[config.mk]
export PLATFORM = sky130hd
export DESIGN_NAME = store_drain_unit
export DESIGN_NICKNAME = d
export VERILOG_FILES = /design/src/rtl/mem_pkg.sv /design/src/rtl/store_drain_buf.sv /design/src/rtl/store_drain_unit.sv
export SDC_FILE = /design/constraint.sdc
export NUM_CORES = 1
export LEC_CHECK = 0
export CAP_MARGIN = 20
export CORE_MARGIN = 2
export CORE_UTILIZATION = 44
export DETAILED_ROUTE_END_ITERATION = 8
export PLACE_DENSITY = 0.69
export SLEW_MARGIN = 5
export SYNTH_ARGS = -nofsm -noshare
export SYNTH_HDL_FRONTEND = slang
export SYNTH_SLANG_ARGS = --single-unit
[constraint.sdc]
create_clock -name clk -period 3.3 [get_ports clk]
set_clock_uncertainty 0.1 [all_clocks]
set_input_delay 0.66 -clock clk [delete_from_list [all_inputs] [get_ports clk]]
set_output_delay 0.66 -clock clk [all_outputs]
set_load 0.005 [all_outputs]
[src/rtl/mem_pkg.sv]
// -----------------------------------------------------------------------------
// mem_pkg
// Shared types for the store path between the store data queue (SDQ) and the
// data-memory port:
//   mem_size_e    : access size of a store (BYTE, HALF, WORD).
//   sdq_entry_t   : store as issued by the SDQ (address, data, size).
//   wb_entry_t    : write-buffer entry after lane formation (word address,
//                   lane data, byte enables, SDQ index, misaligned flag).
//   drain_state_e : states of the store drain FSM.
//   form_lanes()  : turns an issued store into a write-buffer entry.
// -----------------------------------------------------------------------------
package mem_pkg;

  localparam int MEM_XLEN    = 32;
  localparam int SDQ_ENTRIES = 8;
  localparam int SDQ_IDX_W   = $clog2(SDQ_ENTRIES);

  typedef enum logic [1:0] {
    BYTE = 2'd0,
    HALF = 2'd1,
    WORD = 2'd2
  } mem_size_e;

  typedef struct packed {
    logic [MEM_XLEN-1:0] addr;
    logic [MEM_XLEN-1:0] data;
    mem_size_e           size;
  } sdq_entry_t;

  typedef struct packed {
    logic [MEM_XLEN-3:0]  waddr;
    logic [MEM_XLEN-1:0]  data;
    logic [3:0]           be;
    logic [SDQ_IDX_W-1:0] sdq_idx;
    logic                 misaligned;
  } wb_entry_t;

  typedef enum logic [1:0] {
    ST_IDLE     = 2'd0,
    ST_REQ      = 2'd1,
    ST_WAIT_ACK = 2'd2,
    ST_DROP     = 2'd3
  } drain_state_e;

  // Narrow stores are replicated across the word so the memory only has to
  // honour the byte enables; the low address bits select the enabled lanes.
  function automatic wb_entry_t form_lanes(input sdq_entry_t           st,
                                           input logic [SDQ_IDX_W-1:0] idx);
    wb_entry_t e;
    e.waddr      = st.addr[MEM_XLEN-1:2];
    e.sdq_idx    = idx;
    e.misaligned = 1'b0;
    case (st.size)
      BYTE: begin
        e.be   = 4'b0001 << st.addr[1:0];
        e.data = {4{st.data[7:0]}};
      end
      HALF: begin
        e.be         = 4'b0011 << st.addr[1:0];
        e.data       = {2{st.data[15:0]}};
        e.misaligned = st.addr[0];
      end
      default: begin
        e.be         = 4'b1111;
        e.data       = st.data;
        e.misaligned = |st.addr[1:0];
      end
    endcase
    return e;
  endfunction

endpackage

[src/rtl/store_drain_buf.sv]
// -----------------------------------------------------------------------------
// store_drain_buf
// In-order circular write buffer for the store drain unit. Pointers carry one
// extra MSB so that head == tail means empty and a differing MSB with equal
// index bits means full.
// Ports:
//   clk, rst      : clock, asynchronous active-high reset.
//   i_push        : write i_push_entry at the tail (ignored when full).
//   i_push_entry  : entry to enqueue.
//   i_pop         : retire the head entry.
//   o_full        : buffer holds DEPTH entries.
//   o_empty       : buffer holds no entries.
//   o_head        : oldest entry (valid when !o_empty).
//   o_entries     : every storage slot, for the load address check.
//   o_live        : per-slot flag, slot lies between head and tail-1.
// -----------------------------------------------------------------------------
module store_drain_buf
  import mem_pkg::*;
#(
  parameter int DEPTH = 4
) (
  input  logic             clk,
  input  logic             rst,
  input  logic             i_push,
  input  wb_entry_t        i_push_entry,
  input  logic             i_pop,
  output logic             o_full,
  output logic             o_empty,
  output wb_entry_t        o_head,
  output wb_entry_t        o_entries [DEPTH],
  output logic [DEPTH-1:0] o_live
);

  localparam int IDX_W = $clog2(DEPTH);
  localparam int PTR_W = IDX_W + 1;

  logic [PTR_W-1:0] r_head;
  logic [PTR_W-1:0] r_tail;
  wb_entry_t        r_mem [DEPTH];
  logic [PTR_W-1:0] w_count;
  logic             w_push_ok;

  assign o_empty   = (r_head == r_tail);
  assign o_full    = (r_head[IDX_W] != r_tail[IDX_W]) &&
                     (r_head[IDX_W-1:0] == r_tail[IDX_W-1:0]);
  assign w_count   = r_tail - r_head;
  assign w_push_ok = i_push && !o_full;

  // NOTE: sequential state uses non-blocking assignments so every flop
  // samples the pre-edge value of every other flop.
  always_ff @(posedge clk or posedge rst) begin
    if (rst) begin
      r_head <= '0;
      r_tail <= '0;
    end else begin
      if (w_push_ok) r_tail <= r_tail + PTR_W'(1);
      if (i_pop)     r_head <= r_head + PTR_W'(1);
    end
  end

  // NOTE: the storage array has no reset; a slot is only ever read while
  // o_live marks it, so its power-up contents never matter.
  always_ff @(posedge clk) begin
    if (w_push_ok) r_mem[r_tail[IDX_W-1:0]] <= i_push_entry;
  end

  assign o_head = r_mem[r_head[IDX_W-1:0]];

  // A slot is live when its distance from head (modulo DEPTH) is less than
  // the occupancy; this covers the in-flight head as well.
  for (genvar g = 0; g < DEPTH; g++) begin : g_slot
    logic [IDX_W-1:0] w_off;
    assign w_off        = IDX_W'(g) - r_head[IDX_W-1:0];
    assign o_live[g]    = ({1'b0, w_off} < w_count);
    assign o_entries[g] = r_mem[g];
  end

endmodule

[src/rtl/store_drain_unit.sv]
// -----------------------------------------------------------------------------
// store_drain_unit
// Consumer end of the SDQ issue port. Accepts committed stores, forms byte
// lanes, buffers them in order and performs one byte-masked write at a time
// to the data-memory port. Each completed or dropped store returns its SDQ
// index on sdq_free_vld/sdq_free_idx.
// Optional feature: define STORE_DRAIN_FWD_EN to enable the load overlap
// check; otherwise ld_chk_hit is tied low.
// Ports:
//   clk, rst                 : clock, asynchronous active-high reset.
//   st_valid/st_entry/
//   st_sdq_idx/st_ready      : store issue handshake from the SDQ.
//   dmem_req/addr/wdata/be   : registered write request to the D-memory.
//   dmem_gnt, dmem_ack       : request accepted, write complete.
//   sdq_free_vld/idx         : one-cycle release of an SDQ entry.
//   misalign_err             : one-cycle pulse when a misaligned store drops.
//   ld_chk_vld/addr/hit      : combinational load-vs-pending-store check.
// -----------------------------------------------------------------------------
module store_drain_unit
  import mem_pkg::*;
#(
  parameter int BUF_ENTRIES = 4,
  parameter int XLEN        = MEM_XLEN
) (
  input  logic                 clk,
  input  logic                 rst,
  input  logic                 st_valid,
  input  sdq_entry_t           st_entry,
  input  logic [SDQ_IDX_W-1:0] st_sdq_idx,
  output logic                 st_ready,
  output logic                 dmem_req,
  output logic [XLEN-1:0]      dmem_addr,
  output logic [XLEN-1:0]      dmem_wdata,
  output logic [3:0]           dmem_be,
  input  logic                 dmem_gnt,
  input  logic                 dmem_ack,
  output logic                 sdq_free_vld,
  output logic [SDQ_IDX_W-1:0] sdq_free_idx,
  output logic                 misalign_err,
  input  logic                 ld_chk_vld,
  input  logic [XLEN-1:0]      ld_chk_addr,
  output logic                 ld_chk_hit
);

  drain_state_e         r_state;
  logic                 r_dmem_req;
  logic [XLEN-1:0]      r_dmem_addr;
  logic [XLEN-1:0]      r_dmem_wdata;
  logic [3:0]           r_dmem_be;
  logic                 r_sdq_free_vld;
  logic [SDQ_IDX_W-1:0] r_sdq_free_idx;
  logic                 r_misalign_err;

  drain_state_e         w_nxt_state;
  logic                 w_nxt_req;
  logic [XLEN-1:0]      w_nxt_addr;
  logic [XLEN-1:0]      w_nxt_wdata;
  logic [3:0]           w_nxt_be;
  logic                 w_nxt_free_vld;
  logic [SDQ_IDX_W-1:0] w_nxt_free_idx;
  logic                 w_nxt_misalign;

  logic                 w_full;
  logic                 w_empty;
  logic                 w_st_fire;
  logic                 w_pop;
  wb_entry_t            w_new_entry;
  wb_entry_t            w_head;
  wb_entry_t            w_cand;
  logic                 w_cand_vld;
  wb_entry_t            w_rd_entries [BUF_ENTRIES];
  logic [BUF_ENTRIES-1:0] w_live;

  assign st_ready    = !w_full;
  assign w_st_fire   = st_valid && !w_full;
  assign w_new_entry = form_lanes(st_entry, st_sdq_idx);

  store_drain_buf #(
    .DEPTH (BUF_ENTRIES)
  ) u_buf (
    .clk          (clk),
    .rst          (rst),
    .i_push       (w_st_fire),
    .i_push_entry (w_new_entry),
    .i_pop        (w_pop),
    .o_full       (w_full),
    .o_empty      (w_empty),
    .o_head       (w_head),
    .o_entries    (w_rd_entries),
    .o_live       (w_live)
  );

  // With the buffer empty the incoming store is examined directly so its
  // request can be registered in the same cycle it is accepted. It is
  // enqueued on that edge, so it is the buffer head once REQ/DROP is entered.
  assign w_cand_vld = !w_empty || w_st_fire;
  assign w_cand     = w_empty ? w_new_entry : w_head;

  always_comb begin
    // NOTE: every signal written here gets a default first, so no path can
    // leave one unassigned and infer a latch.
    w_nxt_state    = r_state;
    w_nxt_req      = r_dmem_req;
    w_nxt_addr     = r_dmem_addr;
    w_nxt_wdata    = r_dmem_wdata;
    w_nxt_be       = r_dmem_be;
    w_nxt_free_vld = 1'b0;
    w_nxt_free_idx = r_sdq_free_idx;
    w_nxt_misalign = 1'b0;
    w_pop          = 1'b0;

    case (r_state)
      ST_IDLE: begin
        if (w_cand_vld) begin
          if (w_cand.misaligned) begin
            w_nxt_state = ST_DROP;
          end else begin
            w_nxt_state = ST_REQ;
            w_nxt_req   = 1'b1;
            w_nxt_addr  = {w_cand.waddr, 2'b00};
            w_nxt_wdata = w_cand.data;
            w_nxt_be    = w_cand.be;
          end
        end
      end

      ST_REQ: begin
        // An ack without a grant is a protocol violation and is ignored.
        if (dmem_gnt) begin
          w_nxt_req = 1'b0;
          if (dmem_ack) begin
            w_pop          = 1'b1;
            w_nxt_free_vld = 1'b1;
            w_nxt_free_idx = w_head.sdq_idx;
            w_nxt_state    = ST_IDLE;
          end else begin
            w_nxt_state = ST_WAIT_ACK;
          end
        end
      end

      ST_WAIT_ACK: begin
        if (dmem_ack) begin
          w_pop          = 1'b1;
          w_nxt_free_vld = 1'b1;
          w_nxt_free_idx = w_head.sdq_idx;
          w_nxt_state    = ST_IDLE;
        end
      end

      ST_DROP: begin
        w_pop          = 1'b1;
        w_nxt_free_vld = 1'b1;
        w_nxt_free_idx = w_head.sdq_idx;
        w_nxt_misalign = 1'b1;
        w_nxt_state    = ST_IDLE;
      end

      default: w_nxt_state = ST_IDLE;
    endcase
  end

  // NOTE: the reset is asynchronous, so an in-flight write is abandoned and
  // every registered output returns to its reset value without a clock.
  always_ff @(posedge clk or posedge rst) begin
    if (rst) begin
      r_state        <= ST_IDLE;
      r_dmem_req     <= 1'b0;
      r_dmem_addr    <= '0;
      r_dmem_wdata   <= '0;
      r_dmem_be      <= '0;
      r_sdq_free_vld <= 1'b0;
      r_sdq_free_idx <= '0;
      r_misalign_err <= 1'b0;
    end else begin
      r_state        <= w_nxt_state;
      r_dmem_req     <= w_nxt_req;
      r_dmem_addr    <= w_nxt_addr;
      r_dmem_wdata   <= w_nxt_wdata;
      r_dmem_be      <= w_nxt_be;
      r_sdq_free_vld <= w_nxt_free_vld;
      r_sdq_free_idx <= w_nxt_free_idx;
      r_misalign_err <= w_nxt_misalign;
    end
  end

  assign dmem_req     = r_dmem_req;
  assign dmem_addr    = r_dmem_addr;
  assign dmem_wdata   = r_dmem_wdata;
  assign dmem_be      = r_dmem_be;
  assign sdq_free_vld = r_sdq_free_vld;
  assign sdq_free_idx = r_sdq_free_idx;
  assign misalign_err = r_misalign_err;

`ifdef STORE_DRAIN_FWD_EN
  // A load replays when any live, aligned pending store touches its word.
  logic w_fwd_hit;
  logic w_unused_ld_lsb;

  always_comb begin
    w_fwd_hit = 1'b0;
    for (int i = 0; i < BUF_ENTRIES; i++) begin
      if (w_live[i] && !w_rd_entries[i].misaligned && (|w_rd_entries[i].be) &&
          (w_rd_entries[i].waddr == ld_chk_addr[XLEN-1:2])) begin
        w_fwd_hit = 1'b1;
      end
    end
  end

  assign ld_chk_hit      = ld_chk_vld && w_fwd_hit;
  assign w_unused_ld_lsb = ^ld_chk_addr[1:0];
`else
  logic [BUF_ENTRIES-1:0] w_unused_rd;
  logic                   w_unused_ld;

  assign ld_chk_hit  = 1'b0;
  assign w_unused_ld = ^{ld_chk_vld, ld_chk_addr};

  for (genvar g = 0; g < BUF_ENTRIES; g++) begin : g_unused
    assign w_unused_rd[g] = ^{w_rd_entries[g], w_live[g]};
  end
`endif

endmodule

Word level (Yosys, flattened, before mapping):

Memories as Yosys holds them, arrays and structs flattened.
Index checks and enable logic that the tools add are counted.
W data, S select, Z words.

* flip-flop bits (word level): 80
* memory bits (writable): 280
* bits of input ports: 107
* output and inout bits: 76
* logic and storage cells: 64
* memories kept: 1

* add/sub/neg operators: 2
* eq/ne operators: 11
* shift operators: 2
* multiplexer cells: 22
* bitwise gates (word level): 1
* reductions and logical operators: 15

Memories
* u_buf.r_mem: depth 4, bits a word 70, rd ports 1, clocked after Yosys merged registers in 0, wr ports 1, line store_drain_buf.sv:39 `wb_entry_t r_mem [DEPTH];`

Operators by type and width (count)
* $pmux W36 S2: 1
* $mux W70: 1
* $mux W2: 5
* $pmux W3 S3: 1
* $mux W1: 8
* $ne A2 B2 Y1 const B: 4
* $pmux W2 S4: 1
* $add A3 B1 Y3 const B: 2
* $mux W3: 2
* $reduce_and A3 Y1: 2
* $eq A2 B1 Y1 const B: 2
* $eq A2 B2 Y1 const B: 2
* $logic_not A2 Y1: 2
* $pmux W1 S2: 2
* $reduce_and A4 Y1: 1
* $shl A1 B2 Y4 const A: 1
* $shl A2 B2 Y4 const A: 1
* $eq A3 B3 Y1: 1
* $logic_and A1 B1 Y1: 3
* $pmux W1 S3: 1
* $reduce_bool A3 Y1: 1
* $eq A2 B2 Y1: 1
* $logic_not A1 Y1: 2
* $reduce_and A2 Y1: 1
* 5 further kinds: 5

Longest topological paths before layout:

* word-level depth: 7
* mapped depth: 8
* gate-level depth less buffers: 4

Modules after synthesis:

A second synthesis with hierarchy kept.

* cells, all modules: 751
* area, all modules: 14953.1 um2

Modules (own cells, without submodules)
* store_drain_buf: times used 1, cells each 426, area an instance 10751.6 um2, sequential area each 8558.2 um2
* store_drain_unit: times used 1, cells each 325, area an instance 4201.5 um2, sequential area each 1851.8 um2

Least setup slack after synthesis:

OpenSTA, ideal clock, no wires.

* path kind: register to register
* from: register u_buf.r_head[1]
* to: memory u_buf.r_mem[3][0] (netlist bit) (enable)
* setup time: 0.437 ns
* arrival: 2.830 ns
* required time: 2.763 ns
* setup slack: -0.067 ns
* cell stages (with the launch flop): 5
* path buffers: 1
* period minus slack after synthesis: 3.367 ns
* cells stage by stage: dfrtp_1 -> buf_2 -> xnor2_1 -> a31oi_1 -> and2_1

* word-level cells in the longest chain between the ends: 7

RTL lines
* start, declared: line store_drain_buf.sv:37 `logic [PTR_W-1:0] r_head;`
* start signal, assigned: line store_drain_buf.sv:57 `if (i_pop) r_head <= r_head + PTR_W'(1);`
* $eq A2 B2 Y1 *: line store_drain_buf.sv:45 `(r_head[IDX_W-1:0] == r_tail[IDX_W-1:0]);`
* $logic_and A1 B1 Y1 *: line store_drain_buf.sv:44 `assign o_full = (r_head[IDX_W] != r_tail[IDX_W]) &&`
* $logic_not A1 Y1 *: line store_drain_buf.sv:47, store_drain_unit.sv:75
* $logic_and A1 B1 Y1: line store_drain_unit.sv:75 `assign w_st_fire = st_valid && !w_full;`
* $logic_and A1 B1 Y1 *: line store_drain_buf.sv:47 `assign w_push_ok = i_push && !o_full;`
* $mux W1 *: line store_drain_buf.sv:64 `if (w_push_ok) r_mem[r_tail[IDX_W-1:0]] <= i_push_entry;`
* $mux W1 (not written as such) *: line store_drain_buf.sv:64
* end, declared: line store_drain_buf.sv:39

Mark *: on every way between the ends. The rest lies on a longest branch, timed or not.

Worst setup path in the final report:

* from: register u_buf.r_head[0]
* to: output port st_ready

* word-level cells in the longest chain between the ends: 3

RTL lines
* $eq A2 B2 Y1: line store_drain_buf.sv:45
* $logic_and A1 B1 Y1: line store_drain_buf.sv:44
* $logic_not A1 Y1: line store_drain_unit.sv:74 `assign st_ready = !w_full;`
* end, declared: line store_drain_unit.sv:30 `output logic st_ready,`

Every way passes these cells.

==> impl_summary.md <==
Outcome
The flow ran to the end, and the final reports show no timing, DRC or antenna violations.

Final layout
In the final layout, the multi-input gates occupy 3510 sq um. The area taken by flip-flops and latches is 10400 sq um. The fraction of layout instances using a drive strength above 1 is 0.263. The net count of the finished layout is 1008. Relative to the synthesized area, the layout overhead comes to 23.7%. The finished layout holds 1327 standard cells, fillers aside. After routing the design area is 17500 sq um.

0 antenna diodes ended up in the layout. Counting the fill cells in the layout gives 2423. The library cells used most frequently in the layout, excluding fill and tap cells, are 280 x edfxtp_1, 146 x clkdlybuf4s50_1, 78 x dfrtp_1.

Leaving out fill and tap cells, the most frequent cell in the layout is edfxtp_1.

Drt
The total number of vias is 7467. The count of nets left with antenna violations once routing finished came out at 0. The final wirelength is 30.5 mm. The first-pass iteration count of the detailed router is 5. In this run, the number of DRC markers left after iteration 0 of detailed routing was 612. The DRC violation count after routing is 0. After detailed routing, the average wire length per cell comes to 23.0 um. The ratio of routed vias to standard cells is 5.63.

Place
The count of buffers from port buffering is 146. The cell total after placement is 1259. The detailed placement HPWL is 18.0 mm.

The placed instance area is 16300 sq um. Routability-driven placement finished with a final weighted congestion of 0.717.

Min path
The startpoint of the tightest hold check path is sdq_free_idx[2]$_DFFE_PP0P_. The class of the worst hold path is flip-flop to flip-flop.

Critical path
In this design, the largest share of critical-path delay is due to flip-flops. The number of buffers and inverters on the critical path is 1. The largest individual stage delay along the critical path comes from the cell dfrtp_4. The required time of the worst setup path is 2.54 ns. The sort of element at the start of the critical path is a flip-flop. Data arrives at the worst endpoint at 2.33 ns. The maximum single-stage delay on the critical path is 0.61 ns. Of all nets on the critical path, the largest fanout is 13.

STA classifies the critical path endpoint as a primary output. In this run the worst setup path begins at u_buf.r_head[0]$_DFFE_PP0P_. The setup path with the least slack is of type flip-flop to primary output. Walking the worst path, the cells encountered are xnor2_1, nand3_1, clkdlybuf4s50_1. In this run the critical register-to-register path is launched from u_buf.r_head[0]$_DFFE_PP0P_.

STA
Adding up every negative setup slack in the final design gives 0 ns. The number of hold violations in the final report came to 0. The worst slew slack as a fraction of its limit is 0.324. The measured slew at the worst slew-check pin is 1.01 ns.

The number of endpoints failing setup at the final stage is 0. The post-layout minimum cycle time is 3.09 ns. The count of pins over their slew limit is 0. Based on the critical path, the design can be clocked at up to 324 MHz. Setup repair after global routing left no endpoint under its margin. In the finished design, the share of the clock period the worst path needs comes to 0.935.

Synth
The portion of synthesized cell area occupied by the leading cell type is 0.593. For this run, the leading register cell type out of synthesis is edfxtp_1. The number of instances in the synthesized netlist is 725. The synthesized netlist occupies a cell area of 14200 sq um. The synthesized design contains 360 register bits. The count of flip-flops with a built-in enable after synthesis is 280. After synthesis, the share of flip-flops with an asynchronous set or reset is 0.222. The synthesized design spends more area on one cell type than any other, namely edfxtp_1. After synthesis, the mean cell area works out to 19.6 sq um. Yosys mapped the design onto 36 distinct sky130hd cell types. In the post-synthesis netlist, the biggest area contributors are edfxtp_1 59%, dfrtp_1 14%, mux4_2 11%, o221a_2 4.6%, nand2b_1 2.6%. The count of synthesis-stage warnings from yosys is 0. The share of the Yosys chip area taken by registers is 0.734.

CTS
The post-cts hold buffer count is 0. TritonCTS built the clock tree. The CTS H-tree depth is 2. The clock reaches the later pin of the worst-skew pair after 0.52 ns. The clock transition at the registers of the reported paths is 0.06 ns.

Clock tree synthesis selected as its root buffer the cell clkbuf_16. The post-CTS resize count is 0. The clock buffer count from CTS is 37. The clock passes through at most 3 buffers. Clock tree synthesis found a total of 360 sinks. The count of buffers added by post-CTS timing repair for setup is 0.

Pwr
The cell leakage power is 5.97 nW. Dividing total power by cell area gives a power density of 943 nW/um^2. The largest voltage drop on the vdd net is 0.605 mV.

Floorplanning
During I/O placement, the number of pins put on the boundary was 183. The starting utilization of the core area is 0.449. The total number of placement rows is 65. After floorplanning, the core was sized to cover 31600 sq um. The chip width is 184 um. The die covers 33700 sq um.

The die is 184 um tall.

Global route
In the global route stage, overall resource usage came out at 0.186. The number of global-route vias before repair is 7944. The remaining global-route overflow is 0.

The initial antenna violation count is 0. The wire length of the first global-routing pass is 47.3 mm. The maximum number of pins on one net before global-route repair is 65.

Run
Across the run, the number of max-cap violations was 0.
-- synthesized netlist by cell type, types with 2 or more instances --
| library cell | n |
|---|---|
| buf_6 | 4 |
| or2_2 | 3 |
| edfxtp_1 | 280 |
| buf_4 | 5 |
| buf_2 | 16 |
| nand2_1 | 12 |
| a21o_1 | 2 |
| and2_1 | 5 |
| clkbuf_1 | 22 |
| ha_1 | 5 |
| nand3_1 | 2 |
| o21ai_0 | 12 |
| mux2i_1 | 9 |
| inv_1 | 16 |
| xnor2_1 | 6 |
| nor2_1 | 4 |
| xor2_1 | 2 |
| mux4_2 | 70 |
| o32ai_1 | 8 |
| nand2b_1 | 60 |
| o221a_2 | 58 |
| mux2_2 | 20 |
| a21oi_1 | 12 |
| dfrtp_1 | 80 |
-- metal layers --
metal,share of wire,vias up,track usage
met5,0,-,0
met4,0.016,0,0.0442
met3,0.069,36,0.0317
met2,0.49,288,0.310
met1,0.43,3854,0.258
li1,-,3289,-
-- flip-flops by register name, indices dropped and copies added (netlist names) --
signal	flops
dmem_addr	30
dmem_be	4
dmem_req	1
dmem_wdata	32
misalign_err	1
r_state	2
sdq_free_idx	3
sdq_free_vld	1
u_buf.r_head	3
u_buf.r_mem	280
u_buf.r_tail	3
-- power breakdown --
group / switching [mW] / internal [mW] / total (mW) / leakage, nW
Sequential: 0.552 / 6.30 / 6.85 / 3.45
Combinational: 2.46 / 3.05 / 5.51 / 1.92
Clock: 1.66 / 2.53 / 4.19 / 0.596
Total: 4.67 / 11.9 / 16.5 / 5.97
-- stage by stage --
step / worst slack (ns) / utilization / power [mW] / hold slack (ns)
after detailed placement: 0.325 / 0.516 / 12.5 / 0.398
after global placement: 0.374 / 0.516 / 12.4 / 0.397
final: 0.215 / 0.555 / 16.5 / 0.410
after floorplan: 0.488 / - / 10.2 / 0.396
after global routing: 0.0851 / 0.555 / 17.4 / 0.433
after CTS: 0.157 / 0.555 / 16.8 / 0.415
-- cell type report --
class | count | share of cell area
sequential | 360 | 0.594
multi-input combinational | 304 | 0.200
timing repair buffer | 177 | 0.104
clock buffer | 54 | 0.0600
tap | 402 | 0.0287
clock inverter | 14 | 0.00984
inverter | 16 | 0.00356
-- logic make-up after synthesis --
group | count (synthesis) | share of synthesized area
mux | 99 | 0.133
simple gates | 88 | 0.0358
xor+xnor | 8 | 0.00494
buf+inv | 63 | 0.0215
compound gates | 101 | 0.0661
fa+ha+maj | 5 | 0.00441
other cells | 1 | 0.000264
flops | 360 | 0.734
-- final timing paths --
kind                            cells after the start                          end  slack [ns]
worst max register to register                      5    dmem_addr[23]$_DFFE_PP0P_        0.67
worst max-delay path                                3                     st_ready        0.21
worst min-delay path                                1  sdq_free_idx[2]$_DFFE_PP0P_        0.41
max in group asynchronous                           3  u_buf.r_head[1]$_DFFE_PP0P_        1.89
worst min register to register                      1  sdq_free_idx[2]$_DFFE_PP0P_        0.41
min in group asynchronous                           2     dmem_addr[5]$_DFFE_PP0P_        0.48
No activity file was read; power rests on OpenSTA's default activity.
==> RTL edit 1: new RTL, config.mk and constraints unchanged <==
Put one more register stage on the output `misalign_err`. The value now appears one clock later. The other outputs are not delayed to match. Comments in the files are not updated.
--- a/src/rtl/store_drain_unit.sv
+++ b/src/rtl/store_drain_unit.sv
@@ -192,3 +192,5 @@
   assign sdq_free_idx = r_sdq_free_idx;
-  assign misalign_err = r_misalign_err;
+  always_ff @(posedge clk) begin
+    misalign_err <= r_misalign_err;
+  end
 
Function: changed (a bounded check fails within 4 cycles, from zero or initial values and one cycle with rst high).
==> RTL edit 1 against the original RTL <==
Utilization increased by 0.37 points; count of clock-buffer cells in the layout increased by 2; wire length increased by 1.8%; synthesized cell count increased by 0.14%; combinational power increased by 2%; total power increased by 2.1%; synthesized area increased by 0.14%; fmax increased by 3.6%; via count increased by 2.0%; worst setup slack improved by 0.11 ns; design area increased by 0.93%; sequential share of layout area decreased by 0.43 points; sequential cell count increased by 1.
==> RTL edit 1: results (changes against the original RTL) <==
The run finished with clean final reports. The critical-path maximum fanout is 6 (was 13), and the met1 track demand over resource in global routing is 25.9% (was 25.8%). The share of layout cells above drive strength 1 is 27.1% (was 26.3%). The run gives 38 (was 37) as the number of buffers created by CTS. The run gives 37 (was 36) as the number of distinct library cells after synthesis.

The launch instance of the worst min-delay path was r_misalign_err (was sdq_free_idx[2]). The tools report the total routing usage reported by global routing as 18.7% (was 18.6%). The logs give 47,200 um (was 47,300 um) for the first-pass GRT wire length and 3.53% (was 3.17%) for the met3 routing resource usage after global routing. Reg2reg setup slack: 0.80 ns (was 0.67 ns). The end of the worst register-to-register path is dmem_wdata[27] (was dmem_addr[23]).

The half-perimeter wire length after detailed placement was 18,300 um (was 18,000 um); the fraction of synthesis flops using an asynchronous set or reset pin was 22.2% (about the same). Depth of the worst hold-timing path: 0 (was 1). The largest net degree at the start of global routing is 57 (was 65), and the highest cell delay on the worst timing path is 0.50 ns (was 0.61 ns). The logs give 1,264 (was 1,259) for the cell total after placement and 30.6% (was 31.0%) for the met2 layer usage reported by global route.

The worst voltage drop across the vdd grid was 515 uV (was 605 uV). The number of design-rule violations left by the first detailed-router iteration came out at 651 (was 612). The routability-driven placement congestion ratio is 0.787 (was 0.717), and the number of global-route vias before repair is 8,036 (was 7,944). The run gives 1 (was 0) as the initial antenna violation count. The switching component of the power is 4750 uW (was 4670 uW), and the transition time of the tightest slew-check pin is 0.963 ns (was 1.01 ns). The sequential cell area fraction in the yosys report was 73.4% (about the same); the routed wire length per instance was 23.2 um (was 23.0 um). The signal arrival time at the worst endpoint was 2.22 ns (was 2.33 ns).

The static leakage was 0.00604 uW (was 0.00597 uW).
## RTL edit 1: changes by cell type after synthesis, sizes merged
| cell | unedited run | this run |
|---|---|---|
| dfxtp | 0 | 1 |
## RTL edit 1: final cells by class
cell class / count / area [um^2]
antenna: 1 / 2.50
inverter: 16 / 62.6
timing repair buffer: 182 / 1880
clock inverter: 13 / 198
clock buffer: 56 / 1120
sequential: 361 / 10400
fill: 2443 / 14000
multi-input combinational: 304 / 3510
tap: 402 / 503
## RTL edit 1: power groups by stage
stage          Clock (uW)  Combinational, uW  Sequential (uW)
2_1_floorplan           0               3480             6790
3_3_place_gp            0               5560             6860
5_1_grt              4730               6070             6940
4_1_cts              4530               5690             6830
3_5_place_dp            0               5660             6910
6_report             4460               5620             6820
## RTL edit 1: how the worst max path moves through the flow
stage	start	endpoint	slack (ns)	cells past startpoint
2_1_floorplan	rst	dmem_addr[10]	0.49	1
3_3_place_gp	st_entry[35]	dmem_addr[5]	0.43	6
3_5_place_dp	st_entry[35]	dmem_addr[15]	0.38	6
4_1_cts	u_buf.r_head[0]	st_ready	0.30	3
5_1_grt	u_buf.r_head[0]	st_ready	0.23	3
6_report	u_buf.r_head[0]	st_ready	0.32	3
## RTL edit 1: metrics by stage
stage	cell area, um^2	setup WS [ns]	hold slack [ns]	power (uW)
global placement	16400	0.434	0.229	12400
finish	17700	0.323	0.242	16900
floorplan	14200	0.488	0.224	10300
detailed placement	16400	0.383	0.228	12600
CTS	17700	0.299	0.241	17000
global route	17700	0.229	0.249	17700
## RTL edit 1: logic make-up after synthesis
logic type,Yosys count,share of synthesized area (%)
buffers and inverters,63,2.15
adders and majority gates,5,0.440
DFF,361,73.4
and+or+nand+nor,88,3.57
muxes,99,13.3
AOI/OAI and AO/OA,101,6.60
other,1,0.0264
xor gates and xnor gates,8,0.493
## RTL edit 1: per-layer routing
layer  vias up  wire length, um  part of all wire (%)
li1       3295                -                     -
met3        46             1850                   5.9
met4         2              502                   1.6
met1      4021            13700                    44
met2       253            14900                    48
met5         -               19                 0.061
==> RTL edit 2: new RTL, config.mk and constraints unchanged <==
Without the edit above. Add a define of `STORE_DRAIN_FWD_EN`.
--- a/src/rtl/store_drain_unit.sv
+++ b/src/rtl/store_drain_unit.sv
@@ -18,2 +18,4 @@
 // -----------------------------------------------------------------------------
+`define STORE_DRAIN_FWD_EN
+
 module store_drain_unit
Check against the original RTL: not equivalent (Yosys sat finds a counterexample within 4 cycles, from zero or initial values and one cycle with rst high).
==> RTL edit 2 against the original RTL <==
The run now ends with negative setup slack left; synthesized area increased by 13%; wire length rose by 30%; highest routed layer is now met5; clock power rose by 15%; sequential power increased by 1%; total power grew 20%; count of clock-buffer cells in the layout down 9; design area increased by 17%; critical endpoint is now ld_chk_hit; utilization grew 2.2 points; via count increased by 23%; sequential cell count stayed put; worst setup slack lost 0.68 ns; hold slack worse by 0.077 ns.
==> RTL edit 2: results (changes against the original RTL) <==
The checks that failed: negative setup slack. The run finished, with violations left. End of the worst register-to-register path: dmem_wdata[4] (was dmem_addr[23]). The non-clock inverter instance count of the final layout was 30 (was 16). For the worst voltage drop across the vdd grid, the log shows 631 uV (was 605 uV).

The logs give 42 (was 36) for the number of distinct library cells after synthesis and 2,695 (was 2,423) for the final-layout fill cell count. The met1 track demand over resource in global routing is 28.4% (was 25.8%), and the half-perimeter wire length after detailed placement is 27,000 um (was 18,000 um). The top routing layer in use is met5 (was met4). First-pass GRT wire length: 60,000 um (was 47,300 um). The clock-cell share of area was 6.95% (was 6.98%).

The run gives 6930 uW (was 6850 uW) as the total sequential power. The run gives 0.22 ns (was 0.67 ns) as the reg2reg setup slack. The final antenna diode count was 2 (was 0). The final-report setup violation count is 1 (was 0). The smallest setup slack after layout came out at -0.462 ns (was 0.215 ns).

The class of the worst hold path is in -> async (was reg -> reg). The met3 routing resource usage after global routing was 4.72% (was 3.17%). The logs give 9,848 (was 7,944) for the number of global-route vias before repair and 3.00 ns (was 2.33 ns) for the signal arrival time at the worst endpoint.

The start point of the critical path is u_buf.r_tail[0] (was u_buf.r_head[0]). The tools report the met2 layer usage reported by global route as 34.8% (was 31.0%). The run gives 0.57 ns (was 0.52 ns) as the clock latency on the worst-skew pair.

For the number of design-rule violations left by the first detailed-router iteration, the log shows 647 (was 612).
## RTL edit 2: metrics by stage
stage / hold slack, ns / power [uW] / TNS (ns) / setup WS, ns / cell area [um^2]
4_1_cts: 0.329 / 19800 / -0.477 / -0.477 / 20500
5_1_grt: 0.362 / 20800 / -0.550 / -0.550 / 20600
2_1_floorplan: 0.360 / 11600 / 0 / 0.0223 / 16000
6_report: 0.333 / 19800 / -0.462 / -0.462 / 20600
3_3_place_gp: 0.374 / 14800 / -10.62 / -0.689 / 19000
3_5_place_dp: 0.379 / 14900 / -10.67 / -0.682 / 19000
## RTL edit 2: logic make-up (layout without fill, tap and decap cells)
group	Yosys count	after routing	share of synthesized area [%]
other cells	1	4	0.0234
buf+inv	67	369	1.86
mux	229	229	21.0
flops	360	360	65.1
simple gates	82	82	2.82
compound gates	29	29	1.26
fa+ha+maj	13	13	1.06
xor+xnor	126	126	6.90
## RTL edit 2: repair_timing
action	4_1_cts	5_1_grt
buffers inserted	1	1
setup endpoints to repair	67	65
resized for setup	15	7
pin swaps	8	6
